$ cat src/rtl/tlu_emulator.sv
// tlu_emulator
// Stands in for the TLU end of the RJ45 trigger/busy/clock link so the trigger
// path of tlu_controller can be looped back on the bench or on hardware. It
// issues periodic or software triggers and completes one of three protocols:
// simple, handshake, or data handshake. In data-handshake mode the trigger
// number is shifted out LSB first.
//
// Ports
//   BUS_CLK         single clock, all logic on the rising edge
//   BUS_RST         synchronous active-high reset
//   ENABLE          runs the period counter and allows triggers to start
//   MODE[1:0]       00 simple, 01 handshake, 10 data handshake, 11 as 00
//   PERIOD[15:0]    cycles between trigger starts (0 = periodic off)
//   SOFT_TRIG       one-cycle request for a single trigger (seen in IDLE only)
//   CLEAR_CNT       clears TRIGGER_NUMBER/ERR_CNT and pulses TLU_RESET
//   TLU_BUSY        asynchronous busy from the DUT
//   TLU_CLOCK       asynchronous serial clock from the DUT
//   TLU_TRIGGER     trigger / serial data line to the DUT
//   TLU_RESET       one-cycle pulse following CLEAR_CNT
//   TRIGGER_NUMBER  number of the next trigger to be sent
//   ERR_CNT[7:0]    saturating count of protocol timeouts
//   IDLE_OUT        high while the FSM sits in IDLE
//
// Build option TLU_EMU_VETO_EN adds input VETO and output VETO_CNT[15:0]: a
// start condition seen while VETO is high is discarded and counted instead.
//
// state      | meaning
// -----------+----------------------------------------------------------
// IDLE       | waiting for a pending periodic request or SOFT_TRIG
// PULSE      | simple mode, TLU_TRIGGER held for PULSE_LEN cycles
// WAIT_BUSY  | TLU_TRIGGER held until the DUT raises BUSY
// SHIFT      | trigger number driven one bit per TLU_CLOCK rising edge
// WAIT_IDLE  | waiting for the DUT to drop BUSY
// HOLDOFF    | one cycle, advances TRIGGER_NUMBER
module tlu_emulator #(
  parameter int TRIGGER_BITS = 15,
  parameter int PULSE_LEN    = 4,
  parameter int TIMEOUT      = 1000
) (
  input  logic                    BUS_CLK,
  input  logic                    BUS_RST,
  input  logic                    ENABLE,
  input  logic [1:0]              MODE,
  input  logic [15:0]             PERIOD,
  input  logic                    SOFT_TRIG,
  input  logic                    CLEAR_CNT,
  input  logic                    TLU_BUSY,
  input  logic                    TLU_CLOCK,
`ifdef TLU_EMU_VETO_EN
  input  logic                    VETO,
  output logic [15:0]             VETO_CNT,
`endif
  output logic                    TLU_TRIGGER,
  output logic                    TLU_RESET,
  output logic [TRIGGER_BITS-1:0] TRIGGER_NUMBER,
  output logic [7:0]              ERR_CNT,
  output logic                    IDLE_OUT
);

  localparam logic [2:0] ST_IDLE      = 3'd0;
  localparam logic [2:0] ST_PULSE     = 3'd1;
  localparam logic [2:0] ST_WAIT_BUSY = 3'd2;
  localparam logic [2:0] ST_SHIFT     = 3'd3;
  localparam logic [2:0] ST_WAIT_IDLE = 3'd4;
  localparam logic [2:0] ST_HOLDOFF   = 3'd5;

  localparam int TO_W = $clog2(TIMEOUT);
  localparam int PL_W = $clog2(PULSE_LEN + 1);
  localparam int BI_W = $clog2(TRIGGER_BITS + 1);

  localparam logic [TO_W-1:0] TO_LOAD    = TO_W'(TIMEOUT - 1);
  localparam logic [PL_W-1:0] PULSE_LOAD = PL_W'(PULSE_LEN - 1);
  localparam logic [BI_W-1:0] BIT_LAST   = BI_W'(TRIGGER_BITS);

  logic [2:0]              state, state_nxt;
  logic                    trig_nxt;
  logic [PL_W-1:0]         pulse_cnt, pulse_nxt;
  logic [TO_W-1:0]         to_cnt, to_nxt;
  logic [BI_W-1:0]         bit_idx, bit_nxt;
  logic                    data_mode, data_mode_nxt;
  logic [TRIGGER_BITS-1:0] num_nxt;
  logic [TRIGGER_BITS-1:0] num_shift;
  logic [7:0]              err_nxt;
  logic                    timeout;

  logic                    busy_s1, busy_s2;
  logic                    clk_s1, clk_s2, clk_s3;
  logic                    clk_rise;

  logic [15:0]             per_cnt;
  logic                    per_wrap;
  logic                    pending;
  logic                    start_req;
  logic                    start_go;

  assign clk_rise  = clk_s2 & ~clk_s3;
  assign num_shift = TRIGGER_NUMBER >> bit_idx;
  assign per_wrap  = ENABLE && (PERIOD != 16'd0) && (per_cnt >= PERIOD - 16'd1);
  assign start_req = (state == ST_IDLE) && ENABLE && (pending || SOFT_TRIG);

`ifdef TLU_EMU_VETO_EN
  assign start_go = start_req & ~VETO;
`else
  assign start_go = start_req;
`endif

  always_comb begin
    state_nxt     = state;
    trig_nxt      = TLU_TRIGGER;
    pulse_nxt     = pulse_cnt;
    to_nxt        = to_cnt;
    bit_nxt       = bit_idx;
    data_mode_nxt = data_mode;
    num_nxt       = TRIGGER_NUMBER;
    err_nxt       = ERR_CNT;
    timeout       = 1'b0;

    case (state)
      ST_IDLE: begin
        trig_nxt = 1'b0;
        if (start_go) begin
          trig_nxt  = 1'b1;
          pulse_nxt = PULSE_LOAD;
          to_nxt    = TO_LOAD;
          bit_nxt   = '0;
          case (MODE)
            2'b01: begin
              state_nxt     = ST_WAIT_BUSY;
              data_mode_nxt = 1'b0;
            end
            2'b10: begin
              state_nxt     = ST_WAIT_BUSY;
              data_mode_nxt = 1'b1;
            end
            default: state_nxt = ST_PULSE;
          endcase
        end
      end

      ST_PULSE: begin
        if (pulse_cnt == '0) begin
          trig_nxt  = 1'b0;
          state_nxt = ST_HOLDOFF;
        end else begin
          pulse_nxt = pulse_cnt - PL_W'(1);
        end
      end

      ST_WAIT_BUSY: begin
        if (busy_s2) begin
          trig_nxt  = 1'b0;
          to_nxt    = TO_LOAD;
          bit_nxt   = '0;
          state_nxt = data_mode ? ST_SHIFT : ST_WAIT_IDLE;
        end else if (to_cnt == '0) begin
          timeout = 1'b1;
        end else begin
          to_nxt = to_cnt - TO_W'(1);
        end
      end

      ST_SHIFT: begin
        // The last bit stays on the line for one cycle after its edge, then
        // the line returns low for the remainder of the transfer.
        if (bit_idx == BIT_LAST) begin
          trig_nxt  = 1'b0;
          to_nxt    = TO_LOAD;
          state_nxt = ST_WAIT_IDLE;
        end else if (clk_rise) begin
          trig_nxt = num_shift[0];
          bit_nxt  = bit_idx + BI_W'(1);
          to_nxt   = TO_LOAD;
        end else if (to_cnt == '0) begin
          timeout = 1'b1;
        end else begin
          to_nxt = to_cnt - TO_W'(1);
        end
      end

      ST_WAIT_IDLE: begin
        trig_nxt = 1'b0;
        if (!busy_s2) begin
          state_nxt = ST_HOLDOFF;
        end else if (to_cnt == '0) begin
          timeout = 1'b1;
        end else begin
          to_nxt = to_cnt - TO_W'(1);
        end
      end

      ST_HOLDOFF: begin
        trig_nxt  = 1'b0;
        num_nxt   = TRIGGER_NUMBER + 1'b1;
        state_nxt = ST_IDLE;
      end

      default: begin
        trig_nxt  = 1'b0;
        state_nxt = ST_IDLE;
      end
    endcase

    if (timeout) begin
      trig_nxt  = 1'b0;
      state_nxt = ST_IDLE;
      if (ERR_CNT != 8'hFF) begin
        err_nxt = ERR_CNT + 8'd1;
      end
    end

    // Clearing overrides any increment landing in the same cycle.
    if (CLEAR_CNT) begin
      num_nxt = '0;
      err_nxt = '0;
    end
  end

  always_ff @(posedge BUS_CLK) begin
    if (BUS_RST) begin
      busy_s1        <= 1'b0;
      busy_s2        <= 1'b0;
      clk_s1         <= 1'b0;
      clk_s2         <= 1'b0;
      clk_s3         <= 1'b0;
      state          <= ST_IDLE;
      TLU_TRIGGER    <= 1'b0;
      TLU_RESET      <= 1'b0;
      TRIGGER_NUMBER <= '0;
      ERR_CNT        <= '0;
      IDLE_OUT       <= 1'b0;
      pulse_cnt      <= '0;
      to_cnt         <= '0;
      bit_idx        <= '0;
      data_mode      <= 1'b0;
      per_cnt        <= '0;
      pending        <= 1'b0;
    end else begin
      busy_s1        <= TLU_BUSY;
      busy_s2        <= busy_s1;
      clk_s1         <= TLU_CLOCK;
      clk_s2         <= clk_s1;
      clk_s3         <= clk_s2;
      state          <= state_nxt;
      TLU_TRIGGER    <= trig_nxt;
      TLU_RESET      <= CLEAR_CNT;
      TRIGGER_NUMBER <= num_nxt;
      ERR_CNT        <= err_nxt;
      // Registered from the next state so it reads 0 during reset, as all
      // outputs do, and tracks the state register afterwards.
      IDLE_OUT       <= (state_nxt == ST_IDLE);
      pulse_cnt      <= pulse_nxt;
      to_cnt         <= to_nxt;
      bit_idx        <= bit_nxt;
      data_mode      <= data_mode_nxt;

      if (ENABLE && (PERIOD != 16'd0)) begin
        per_cnt <= per_wrap ? 16'd0 : per_cnt + 16'd1;
      end else begin
        per_cnt <= 16'd0;
      end

      // At most one request is held; a new wrap beats consumption.
      if (!ENABLE) begin
        pending <= 1'b0;
      end else if (per_wrap) begin
        pending <= 1'b1;
      end else if (start_req) begin
        pending <= 1'b0;
      end
    end
  end

`ifdef TLU_EMU_VETO_EN
  always_ff @(posedge BUS_CLK) begin
    if (BUS_RST) begin
      VETO_CNT <= 16'd0;
    end else if (CLEAR_CNT) begin
      VETO_CNT <= 16'd0;
    end else if (start_req && VETO && (VETO_CNT != 16'hFFFF)) begin
      VETO_CNT <= VETO_CNT + 16'd1;
    end
  end
`endif

endmodule

$ cat config.mk
export PLATFORM = sky130hd
export DESIGN_NAME = tlu_emulator
export DESIGN_NICKNAME = d
export VERILOG_FILES = /design/src/rtl/tlu_emulator.sv
export SDC_FILE = /design/constraint.sdc
export NUM_CORES = 1
export LEC_CHECK = 0
export CAP_MARGIN = 5
export CORE_MARGIN = 2
export CORE_UTILIZATION = 40
export CTS_CLUSTER_SIZE = 8
export DETAILED_ROUTE_END_ITERATION = 10
export PLACE_DENSITY = 0.63
export SETUP_SLACK_MARGIN = 0.02
export SLEW_MARGIN = 20
export SYNTH_ARGS = -nofsm -noshare
export SYNTH_HDL_FRONTEND = slang
export SYNTH_SLANG_ARGS = --single-unit
$ cat constraint.sdc
create_clock -name BUS_CLK -period 6.3 [get_ports BUS_CLK]
set_input_delay 0.945 -clock BUS_CLK [delete_from_list [all_inputs] [get_ports BUS_CLK]]
set_output_delay 0.945 -clock BUS_CLK [all_outputs]
set_load 0.1 [all_outputs]
* After elaboration in Yosys (flattened, before gate mapping)
Cells that the tools add are included.
** Word-level totals
- Bits of input ports :: 25
- Output and inout bits :: 26
- Register bits :: 69
- Logic and storage cells :: 112
** Cells by class
- Equal/unequal tests :: 17
- Shift operators :: 1
- Magnitude comparators :: 1
- Bitwise logic cells :: 4
- Reductions and logical operators :: 26
- Add/sub/neg operators :: 7
- Mux-type cells :: 39
** Operators by type and width (count)
- 10-bit two-way mux :: 6
- 10-bit one-hot mux with 4 select lines :: 1
- 3-bit two-way mux :: 9
- 16-bit by 1-bit adder with 16-bit output (second input constant) :: 1
- 16-bit >= comparator :: 1
- 4-bit two-way mux :: 4
- 16-bit nonzero test :: 1
- 16-bit by 1-bit subtractor with 16-bit output (second input constant) :: 1
- 15-bit by 1-bit adder with 15-bit output (second input constant) :: 1
- 3-bit one-hot mux with 5 select lines :: 1
- 15-bit by 4-bit >> shifter with 1-bit output :: 1
- 2-bit inequality test (second input constant) :: 7
- 1-bit two-way mux :: 12
- 4-bit one-hot mux with 3 select lines :: 1
- 3-bit AND reduction :: 4
- 10-bit logical NOT :: 1
- 10-bit by 1-bit subtractor with 10-bit output (second input constant) :: 1
- 3-bit logical NOT :: 3
- 8-bit by 1-bit adder with 8-bit output (second input constant) :: 1
- 8-bit inequality test (second input constant) :: 1
- 2-bit OR reduction :: 4
- 3-bit by 2-bit == test with 1-bit output (second input constant) :: 2
- 3-bit == test (second input constant) :: 2
- 3-bit one-hot mux with 2 select lines :: 1
- other kinds (21) :: 28

* Depth between registers and ports, before layout
Gate-level depths: netlist of run 1.
- Word-level depth :: 7
- Mapped depth :: 13

* Least setup slack after synthesis of run 1
OpenSTA, ideal clock, no wires.
- Kind :: input to register
- From :: input port PERIOD[2]
- To :: register per_cnt[10]
- Buffers on the path :: 1
- Slack :: 2633 ps
- Required time :: 6222 ps
- Arrival time :: 3589 ps
- Cell stages on the path :: 12
- Cells stage by stage :: or4_4 > nor4_2 > nand2_1 > nor2_1 > xnor2_1 > ha_1 > a21o_1 > a21o_1 > a221oi_1 > o211ai_2 > buf_4 > nor3_1
** Between the ends
- Longest elaborated chain between the ends :: 4
- Elaborated cells on any way between the ends :: 7
** RTL lines
- start: declaration :: RTL line 44 : input logic [15:0] PERIOD,
- 16-bit by 1-bit subtractor with 16-bit output or 16-bit nonzero test (tied branches) :: RTL line 98, 256
- 16-bit >= comparator or 1-bit logical AND (tied branches) :: RTL line 98, 256
- 1-bit logical AND or 1-bit inverter (tied branches)
- 3-bit OR reduction (no source line) (*)
- end signal: assignment :: RTL line 257 : per_cnt <= per_wrap ? 16'd0 : per_cnt + 16'd1;
- end: declaration :: RTL line 90 : logic [15:0] per_cnt;
Every way passes the cells marked *; elsewhere a longest branch is shown, timed or not.
A chain may end at the register's enable or synchronous reset.

* Worst setup path in the final report of run 1
- From :: input port PERIOD[2]
- To :: register per_cnt[11]
The elaborated chain is that of the path after synthesis.

==> qor.json, run 1 <==
{
  "critPathLaunchType": "input port",
  "antenna_violations_before_repair": 0,
  "numCtsBuffers": 9,
  "drive_above_1_share_pct": 6.32,
  "syn2layout_area_growth_pct": 19.1,
  "ant_nets": 0,
  "row_count": 37,
  "synth_enable_flop_cells": 0,
  "timing.hold.ws_ns": 0.456,
  "achievable_frequency_ghz": 0.235,
  "yosys-top-cells-count": "sky130_fd_sc_hd__dfxtp_1, sky130_fd_sc_hd__nor2_1, sky130_fd_sc_hd__nor3_1",
  "clock_insertion_delay_worst_skew_ns": 0.34,
  "setup_viol": 0,
  "nets": 584,
  "r2r_start": "state[0]",
  "yosys_warnings": 0,
  "overflow": 0,
  "placer_s_final_routability_congestion_estimate": 0.837,
  "die_outline_area_um2": 11200,
  "insertedDiodeCount": 0,
  "finalCritPeriodShare_pct": 67.4,
  "irDropWorstVdd_mv": 0.0973,
  "critPathKind": "in2reg",
  "avg_inst_size_synth_um2": 8.48,
  "p_per_area_nw_per_um2": 229,
  "total_leakage_power_nw": 1.74,
  "yosysTopAreaCell": "sky130_fd_sc_hd__dfxtp_1",
  "filler_cell_count": 1008,
  "yosys_register_bits": 69,
  "clock-skew-final_ns": 0.0116,
  "tot_pwr_mw": 1.13,
  "maxSlewHeadroom_pct": 29.6,
  "clock_transition_time_at_the_flip_flop_clock_pins_of_the_worst_setup_and_hold_paths_ns": 0.08,
  "groute.usage.overall_pct": 17.9,
  "cts_tree": "yes",
  "core-area_um2": 10200,
  "dieHeight_um": 106,
  "cts_sinks": 69,
  "post_synth_instance_area_um2": 4150,
  "outcome": "finished clean",
  "dpl.hpwl_um": 6960,
  "buffers_on_ports": 50,
  "post_cts_resized": 0,
  "final_period_minus_worst_setup_slack_ns": 4.25,
  "setup.reg_to_reg.worst_slack_ns": 3.66,
  "clockRootBuffer": "sky130_fd_sc_hd__clkbuf_8",
  "post-cts-setup-buffers": 0,
  "routedWlPerCell_um": 13.9,
  "drt-pass1-iter-count": 5,
  "ys_top_cells_by_area": "sky130_fd_sc_hd__dfxtp_1, sky130_fd_sc_hd__ha_1, sky130_fd_sc_hd__xor2_1, sky130_fd_sc_hd__nor3_1, sky130_fd_sc_hd__nor2_1",
  "finish.utilization_pct": 48.5,
  "vias_in_the_first_global_route": 3515,
  "maxCapViolCount": 0,
  "timing.setup.tns_ns": 0,
  "largest_net_degree_at_the_start_of_global_routing": 28,
  "yosys.cell_count.top_type": "sky130_fd_sc_hd__dfxtp_1",
  "grt_pass1_wl_um": 16600,
  "critical_path.endpoint": "per_cnt[11]",
  "syn-num-nets": 540,
  "syn-instance-count": 489,
  "ctsLongestPathBuffers": 2,
  "die_w_um": 106,
  "dr_total_vias": 3709,
  "starting_density_pct": 40.7,
  "r2r-end": "ERR_CNT[5]",
  "critPathArrivalTime_ns": 4.43,
  "yosysTopAreaCellShare_pct": 33.3,
  "tightest_slew_ns": 1.05,
  "drtIter0Drc": 128,
  "maxSlewViolCount": 0,
  "route.detailed.vias_per_inst": 5.50,
  "drc_errors": 0,
  "crit_required_ns": 6.48,
  "num_io_pins": 51,
  "timing.hold.worst.class": "reg2reg",
  "final_hold_viol_count": 0,
  "dpl.cell_count": 658,
  "drt-total-wl_um": 9370,
  "final_cell_count_no_fill": 674,
  "share_of_synthesized_area_occupied_by_flip_flops_and_latches_pct": 33.3,
  "synth-async-reset-ratio_pct": 0,
  "clock_tree.htree_level_count": 3,
  "crit_fanout": 15,
  "timing.reg2reg.worst_path_depth": 5,
  "ctsHoldBuffers": 0,
  "yosys.cell_types.count": 64,
  "worst_setup_path_end_kind": "register",
  "worst_setup_startpoint": "PERIOD[2]",
  "ys.flop_type": "sky130_fd_sc_hd__dfxtp_1",
  "grt_setup_unrepaired": "false"
}
## placed cells by master (no fill, tap or decap), types with 7 or more instances in the layout
master,instances
sky130_fd_sc_hd__clkdlybuf4s50_1,50
sky130_fd_sc_hd__and3_1,7
sky130_fd_sc_hd__a21o_1,7
sky130_fd_sc_hd__nand3_1,29
sky130_fd_sc_hd__xor2_1,23
sky130_fd_sc_hd__nor2_1,46
sky130_fd_sc_hd__dfxtp_1,69
sky130_fd_sc_hd__a211oi_1,9
sky130_fd_sc_hd__ha_1,26
sky130_fd_sc_hd__nor2b_1,14
sky130_fd_sc_hd__inv_1,18
sky130_fd_sc_hd__o21ai_0,9
sky130_fd_sc_hd__nor3_1,37
sky130_fd_sc_hd__nand4_1,7
sky130_fd_sc_hd__a21oi_1,22
sky130_fd_sc_hd__xnor2_1,18
sky130_fd_sc_hd__nor4_1,8
sky130_fd_sc_hd__nand2_1,29
sky130_fd_sc_hd__clkbuf_8,9
## cell type report
cell class | instances | area, um^2 | share of cell area [%]
multi-input cells | 383 | 2610 | 52.8
flip-flops and latches | 69 | 1380 | 28.0
repair buffers | 52 | 515 | 10.4
well taps | 136 | 170 | 3.44
clock buffers | 9 | 124 | 2.51
clock inverters | 7 | 73.8 | 1.49
inverters | 18 | 67.6 | 1.37
## where the power goes
part / switching, mW / internal [mW]
clock network: 0.175 / 0.184
registers: 0.0381 / 0.460
logic: 0.160 / 0.113
## worst min path at each step
stage                     depth (start not counted)  endpoint  slack (ns)     from
final                                             1   busy_s2        0.46  busy_s1
after global routing                              1    clk_s2        0.48   clk_s1
after CTS                                         1   busy_s2        0.46  busy_s1
after detailed placement                          1    clk_s2        0.43   clk_s1
after global placement                            1    clk_s2        0.43   clk_s1
after floorplan                                   1   busy_s2        0.41  busy_s1
## registers in the layout (all words and copies together) (netlist names)
name            cells
TLU_TRIGGER         1
bit_idx             4
IDLE_OUT            1
ERR_CNT             8
data_mode           1
pulse_cnt           3
TRIGGER_NUMBER     15
busy_s2             1
clk_s2              1
pending             1
TLU_RESET           1
per_cnt            16
busy_s1             1
clk_s1              1
state               3
clk_s3              1
to_cnt             10
## layer usage
metal	track usage, %	part of all wire (%)	vias up
met3	2.54	3.3	12
met1	23.5	47	1743
met4	6.30	1.2	0
met2	30.1	49	65
met5	0	0	-
li1	-	-	1889
## per-stage QoR
step	cell area, um^2	setup slack [ns]
after floorplan	4150	2.63
after detailed placement	4740	1.71
after global routing	4940	1.79
after global placement	4740	1.90
after CTS	4940	2.06
final	4940	2.05
## worst max-delay path, stage by stage
cell                              delay [ns]
sky130_fd_sc_hd__clkdlybuf4s50_1        0.48
sky130_fd_sc_hd__or4_4                  0.60
sky130_fd_sc_hd__nor4_2                 0.34
sky130_fd_sc_hd__nand2_1                0.16
sky130_fd_sc_hd__nor4_1                 0.29
sky130_fd_sc_hd__xnor2_1                0.12
sky130_fd_sc_hd__ha_1                   0.30
sky130_fd_sc_hd__nand4_1                0.12
sky130_fd_sc_hd__nor2_1                 0.17
sky130_fd_sc_hd__o2111ai_1              0.18
sky130_fd_sc_hd__o211ai_2               0.59
sky130_fd_sc_hd__nor3_1                 0.12
## cell families (layout without fill, tap and decap cells)
kind of cell	after synthesis	in the layout	synth area share (%)
xor+xnor	41	41	8.65
simple gates	216	216	28.0
flops	69	69	33.3
mux	9	9	3.14
fa+ha+maj	26	26	7.84
buf+inv	37	86	3.86
compound gates	91	91	15.2
Power figures use the tool's default switching activity.
==> run 2: changes to the inputs <==
Clock period 6.3 ns to 4.2 ns, I/O delays scaled along.
==> run 2 against run 1 <==
Effect of this change: via count is 0.30% lower; critical path type unchanged; combinational power is 49% higher; register-to-register slack worse by 2.2 ns; largest cell class unchanged; power is 50% higher; largest power group unchanged; sequential cell count stayed put; utilization is 0.15 points higher.
==> qor.json, run 2 (same netlist as run 1, synthesis figures left out) <==
{
  "outcome": "finished clean",
  "dr_total_vias": 3698,
  "crit_fanout": 15,
  "ant_nets": 0,
  "critPathKind": "in2reg",
  "cts_sinks": 69,
  "ctsHoldBuffers": 0,
  "maxSlewViolCount": 0,
  "vias_in_the_first_global_route": 3490,
  "achievable_frequency_ghz": 0.262,
  "nets": 586,
  "die_w_um": 106,
  "filler_cell_count": 996,
  "route.detailed.vias_per_inst": 5.47,
  "post_cts_resized": 0,
  "clock_transition_time_at_the_flip_flop_clock_pins_of_the_worst_setup_and_hold_paths_ns": 0.08,
  "post-cts-setup-buffers": 0,
  "clock-skew-final_ns": 0.0111,
  "drt-pass1-iter-count": 5,
  "tightest_slew_ns": 0.981,
  "final_period_minus_worst_setup_slack_ns": 3.82,
  "timing.critical_path.buf_inv": 1,
  "cp_top_family": "simple AND/OR/NAND/NOR gates",
  "cp_num_cells": 12,
  "mostFrequentLayoutCells": "sky130_fd_sc_hd__dfxtp_1, sky130_fd_sc_hd__clkdlybuf4s50_1, sky130_fd_sc_hd__nor2_1, sky130_fd_sc_hd__nor3_1",
  "dpl.hpwl_um": 7010,
  "grt_pass1_wl_um": 16200,
  "clock_tree.htree_level_count": 3,
  "numCtsBuffers": 9,
  "critPathLaunchType": "input port",
  "final_hold_viol_count": 0,
  "grt_setup_unrepaired": "false",
  "overflow": 0,
  "timing.setup.tns_ns": 0,
  "finalCritPeriodShare_pct": 91.0,
  "cp_cell_sequence": "clkdlybuf4s50_1 > or4_4 > nor4_2 > nand2_1 > nor4_1 > xnor2_1 > ha_1 > nand4_1 > nor2_1 > a221oi_1 > o211ai_2 > nor3_1",
  "timing.hold.worst.class": "reg2reg",
  "core-area_um2": 10200,
  "dieHeight_um": 106,
  "tot_pwr_mw": 1.69,
  "num_io_pins": 51,
  "final_cell_count_no_fill": 676,
  "worst_setup_path_end_kind": "register",
  "place_area_um2": 4760,
  "dpl.cell_count": 660,
  "whs_path_depth": 1,
  "antenna_violations_before_repair": 0,
  "largest_net_degree_at_the_start_of_global_routing": 28,
  "drive_above_1_share_pct": 6.67,
  "top_register": "per_cnt",
  "syn2layout_area_growth_pct": 19.4,
  "buffers_on_ports": 50,
  "clock_insertion_delay_worst_skew_ns": 0.34,
  "top_registers": "per_cnt x16, TRIGGER_NUMBER x15, to_cnt x10",
  "insertedDiodeCount": 0,
  "total_leakage_power_nw": 1.75,
  "ctsLongestPathBuffers": 2,
  "slowest_delay_ns": 0.60,
  "clockRootBuffer": "sky130_fd_sc_hd__clkbuf_8",
  "largest_reg_flops": 16,
  "irDropWorstVdd_mv": 0.153,
  "drtIter0Drc": 117,
  "maxCapViolCount": 0,
  "timing.reg2reg.worst_path_depth": 5,
  "critPathArrivalTime_ns": 4.07,
  "drc_errors": 0,
  "mostFrequentLayoutCell": "sky130_fd_sc_hd__dfxtp_1",
  "placer_s_final_routability_congestion_estimate": 0.898,
  "p_per_area_nw_per_um2": 342,
  "cts_tree": "yes",
  "crit_slowest_cell": "sky130_fd_sc_hd__or4_4",
  "row_count": 37,
  "groute.usage.overall_pct": 17.7,
  "setup_viol": 0,
  "maxSlewHeadroom_pct": 34.4,
  "drt-total-wl_um": 9400,
  "crit_required_ns": 4.45,
  "starting_density_pct": 40.7,
  "timing.hold.ws_ns": 0.463,
  "die_outline_area_um2": 11200,
  "routedWlPerCell_um": 13.9,
  "postLayoutCellArea_um2": 4950
}
-- run 2: cell count changes in the layout (fill, tap and decap cells not counted) --
cell,change
sky130_fd_sc_hd__buf_4,+2
-- run 2: worst register-to-register path, delay by kind of cell, from the launching register on --
kind               cells  cell delay [ns]
and+or+nand+nor        2             0.94
AOI/OAI and AO/OA      3             0.91
DFF                    1             0.80
-- run 2: final cells by class --
| cell class | instances | area (um^2) | share of cell area (%) |
|---|---|---|---|
| clock buffers | 9 | 124 | 2.50 |
| clock inverters | 7 | 73.8 | 1.49 |
| inverters | 18 | 67.6 | 1.36 |
| multi-input cells | 383 | 2610 | 52.6 |
| flip-flops and latches | 69 | 1380 | 27.9 |
| well taps | 136 | 170 | 3.43 |
| repair buffers | 54 | 531 | 10.7 |
-- run 2: power by group --
part / internal, mW / leakage (nW) / switching [mW]
registers: 0.691 / 0.560 / 0.0573
logic: 0.169 / 1.09 / 0.238
clock network: 0.276 / 0.0996 / 0.264
total: 1.14 / 1.75 / 0.559
-- run 2: routing by layer --
metal	part of all wire, %	global-route usage [%]	up-vias	wire length [um]
met5	0	0	-	0
met4	0.81	5.92	0	76
met3	3.0	3.09	4	281
met2	49	30.1	62	4630
met1	47	22.5	1747	4410
li1	-	-	1885	-
-- run 2: final timing paths --
path / start / end / slack [ns]
max: PERIOD[2] / per_cnt[14] / 0.38
min: clk_s1 / clk_s2 / 0.46
max reg2reg: state[0] / ERR_CNT[5] / 1.49
min reg2reg: clk_s1 / clk_s2 / 0.46
-- run 2: metrics by stage --
step	setup slack, ns	utilization (%)
finish	0.380	48.6
global route	0.178	48.6
CTS	0.454	48.6
detailed placement	0.111	46.7
global placement	0.267	46.7
floorplan	0.848	-
==> run 3: changes to the inputs <==
Settings changed: DONT_BUFFER_PORTS set to 1, PLACE_DENSITY 0.63 to 0.56.
==> run 3 against run 2 <==
Effect of this change: clock-buffer cell count is 2 higher; clock power fell by 1%; critical path type unchanged; worst setup slack improved by 0.44 ns; largest power group unchanged; worst hold slack lost 0.11 ns; largest cell class unchanged; first-iteration DRC count is 58% higher; final cell count shrank 5.3%; non-clock buffer count fell by 36; sequential share of layout area up 2.5 points; critical path depth fell by 1; utilization fell by 3.9 points.
==> qor.json, run 3 (same netlist as run 1, synthesis figures left out) <==
{
  "vias_in_the_first_global_route": 3464,
  "row_count": 37,
  "drt-pass1-iter-count": 5,
  "layout_setup_ws_ns": 0.823,
  "crit_required_ns": 4.39,
  "achievable_frequency_ghz": 0.296,
  "cts_tree": "yes",
  "die_outline_area_um2": 11200,
  "finalCritPeriodShare_pct": 80.4,
  "syn2layout_area_growth_pct": 9.74,
  "insertedDiodeCount": 0,
  "final_cell_count_no_fill": 640,
  "antenna_violations_before_repair": 0,
  "timing.setup.tns_ns": 0,
  "maxSlewHeadroom_pct": 28.1,
  "tightest_slew_ns": 1.08,
  "critPathLaunchType": "input port",
  "critical_path.endpoint": "per_cnt[12]",
  "pre_cts_ws_ns": 0.471,
  "routedWlPerCell_um": 14.4,
  "place_area_um2": 4360,
  "starting_density_pct": 40.7,
  "dpl.hpwl_um": 6680,
  "ctsHoldBuffers": 0,
  "dpl.cell_count": 624,
  "p_seq_share_pct": 48.0,
  "overflow": 0,
  "largest_net_degree_at_the_start_of_global_routing": 28,
  "critPathArrivalTime_ns": 3.57,
  "drt-total-wl_um": 9210,
  "route.detailed.vias_per_inst": 5.54,
  "clock_transition_time_at_the_flip_flop_clock_pins_of_the_worst_setup_and_hold_paths_ns": 0.07,
  "clock-skew-final_ns": 0.0125,
  "worst_setup_path_end_kind": "register",
  "finish.utilization_pct": 44.7,
  "drive_above_1_share_pct": 9.72,
  "postLayoutCellArea_um2": 4550,
  "timing.hold.ws_ns": 0.355,
  "setup.reg_to_reg.worst_slack_ns": 1.52,
  "grt_setup_unrepaired": "false",
  "clock_insertion_delay_worst_skew_ns": 0.34,
  "crit_fanout": 15,
  "top_registers": "per_cnt x16, TRIGGER_NUMBER x15, to_cnt x10",
  "dieHeight_um": 106,
  "clock_power_share_pct": 32.3,
  "final_hold_viol_count": 0,
  "timing.hold.worst.class": "in2reg",
  "ctsLongestPathBuffers": 2,
  "placer_s_final_routability_congestion_estimate": 0.783,
  "mostFrequentLayoutCells": "sky130_fd_sc_hd__dfxtp_1, sky130_fd_sc_hd__nor2_1, sky130_fd_sc_hd__nor3_1, sky130_fd_sc_hd__nand2_1, sky130_fd_sc_hd__nand3_1",
  "maxSlewViolCount": 0,
  "drtIter0Drc": 185,
  "nets": 550,
  "numCtsBuffers": 9,
  "final_period_minus_worst_setup_slack_ns": 3.38,
  "switchingPower_uw": 531,
  "setup_viol": 0,
  "clock_tree.htree_level_count": 3,
  "timing.reg2reg.worst_path_depth": 5,
  "r2r-end": "ERR_CNT[5]",
  "irDropWorstVdd_mv": 0.182,
  "p_int_mw": 1.12,
  "core-area_um2": 10200,
  "grt_pass1_wl_um": 15900,
  "post_cts_resized": 0,
  "outcome": "finished clean",
  "p_comb_share_pct": 19.7,
  "tot_pwr_mw": 1.65,
  "maxCapViolCount": 0,
  "critPathKind": "in2reg",
  "clockRootBuffer": "sky130_fd_sc_hd__clkbuf_8",
  "top_register": "per_cnt",
  "mostFrequentLayoutCell": "sky130_fd_sc_hd__dfxtp_1",
  "largest_reg_flops": 16,
  "total_leakage_power_nw": 1.65,
  "ant_nets": 0,
  "post-cts-setup-buffers": 0,
  "r2r_start": "state[0]",
  "worst_setup_startpoint": "PERIOD[2]",
  "cts_sinks": 69,
  "buffers_on_ports": 0,
  "die_w_um": 106,
  "drc_errors": 0,
  "dr_total_vias": 3544,
  "p_per_area_nw_per_um2": 362,
  "groute.usage.overall_pct": 17.3,
  "sw_frac_of_total_pct": 32.2,
  "num_io_pins": 51
}
-- run 3: critical path, stage by stage --
cell and delay [ns]:
sky130_fd_sc_hd__or4_4 0.56, sky130_fd_sc_hd__nor4_2 0.37, sky130_fd_sc_hd__nand2_1 0.13, sky130_fd_sc_hd__nor4_1 0.25, sky130_fd_sc_hd__xnor2_1 0.12, sky130_fd_sc_hd__ha_1 0.31, sky130_fd_sc_hd__nand4_1 0.12, sky130_fd_sc_hd__nor2_1 0.20
sky130_fd_sc_hd__o2111ai_1 0.20, sky130_fd_sc_hd__o211ai_2 0.58, sky130_fd_sc_hd__nor3_1 0.12
-- run 3: worst min path at each step --
stage / start / to / slack, ns / cells past startpoint
floorplan: busy_s1 / busy_s2 / 0.41 / 1
global placement: clk_s1 / clk_s2 / 0.42 / 1
detailed placement: clk_s1 / clk_s2 / 0.43 / 1
CTS: BUS_RST / to_cnt[2] / 0.33 / 1
global route: BUS_RST / bit_idx[0] / 0.32 / 1
finish: BUS_RST / clk_s2 / 0.35 / 1
-- run 3: cell type report --
cell class / count / area [um^2]
clock buffer: 11 / 141
timing repair buffer: 18 / 135
clock inverter: 5 / 50.0
multi-input combinational: 383 / 2610
sequential: 69 / 1380
fill: 1035 / 5630
tap: 136 / 170
inverter: 18 / 67.6
-- run 3: routing by layer --
layer  track usage, %  share of wire (%)
met1             22.2                 49
met4             5.26               0.89
met3             5.81                5.3
met5                0                  0
met2             27.6                 45
-- run 3: power by group through the flow --
stage | Combinational [mW] | Sequential [mW] | Clock, mW
after detailed placement | 0.319 | 0.806 | 0
after global routing | 0.365 | 0.799 | 0.582
after CTS | 0.322 | 0.791 | 0.550
after floorplan | 0.276 | 0.782 | 0
final | 0.324 | 0.792 | 0.533
after global placement | 0.317 | 0.805 | 0
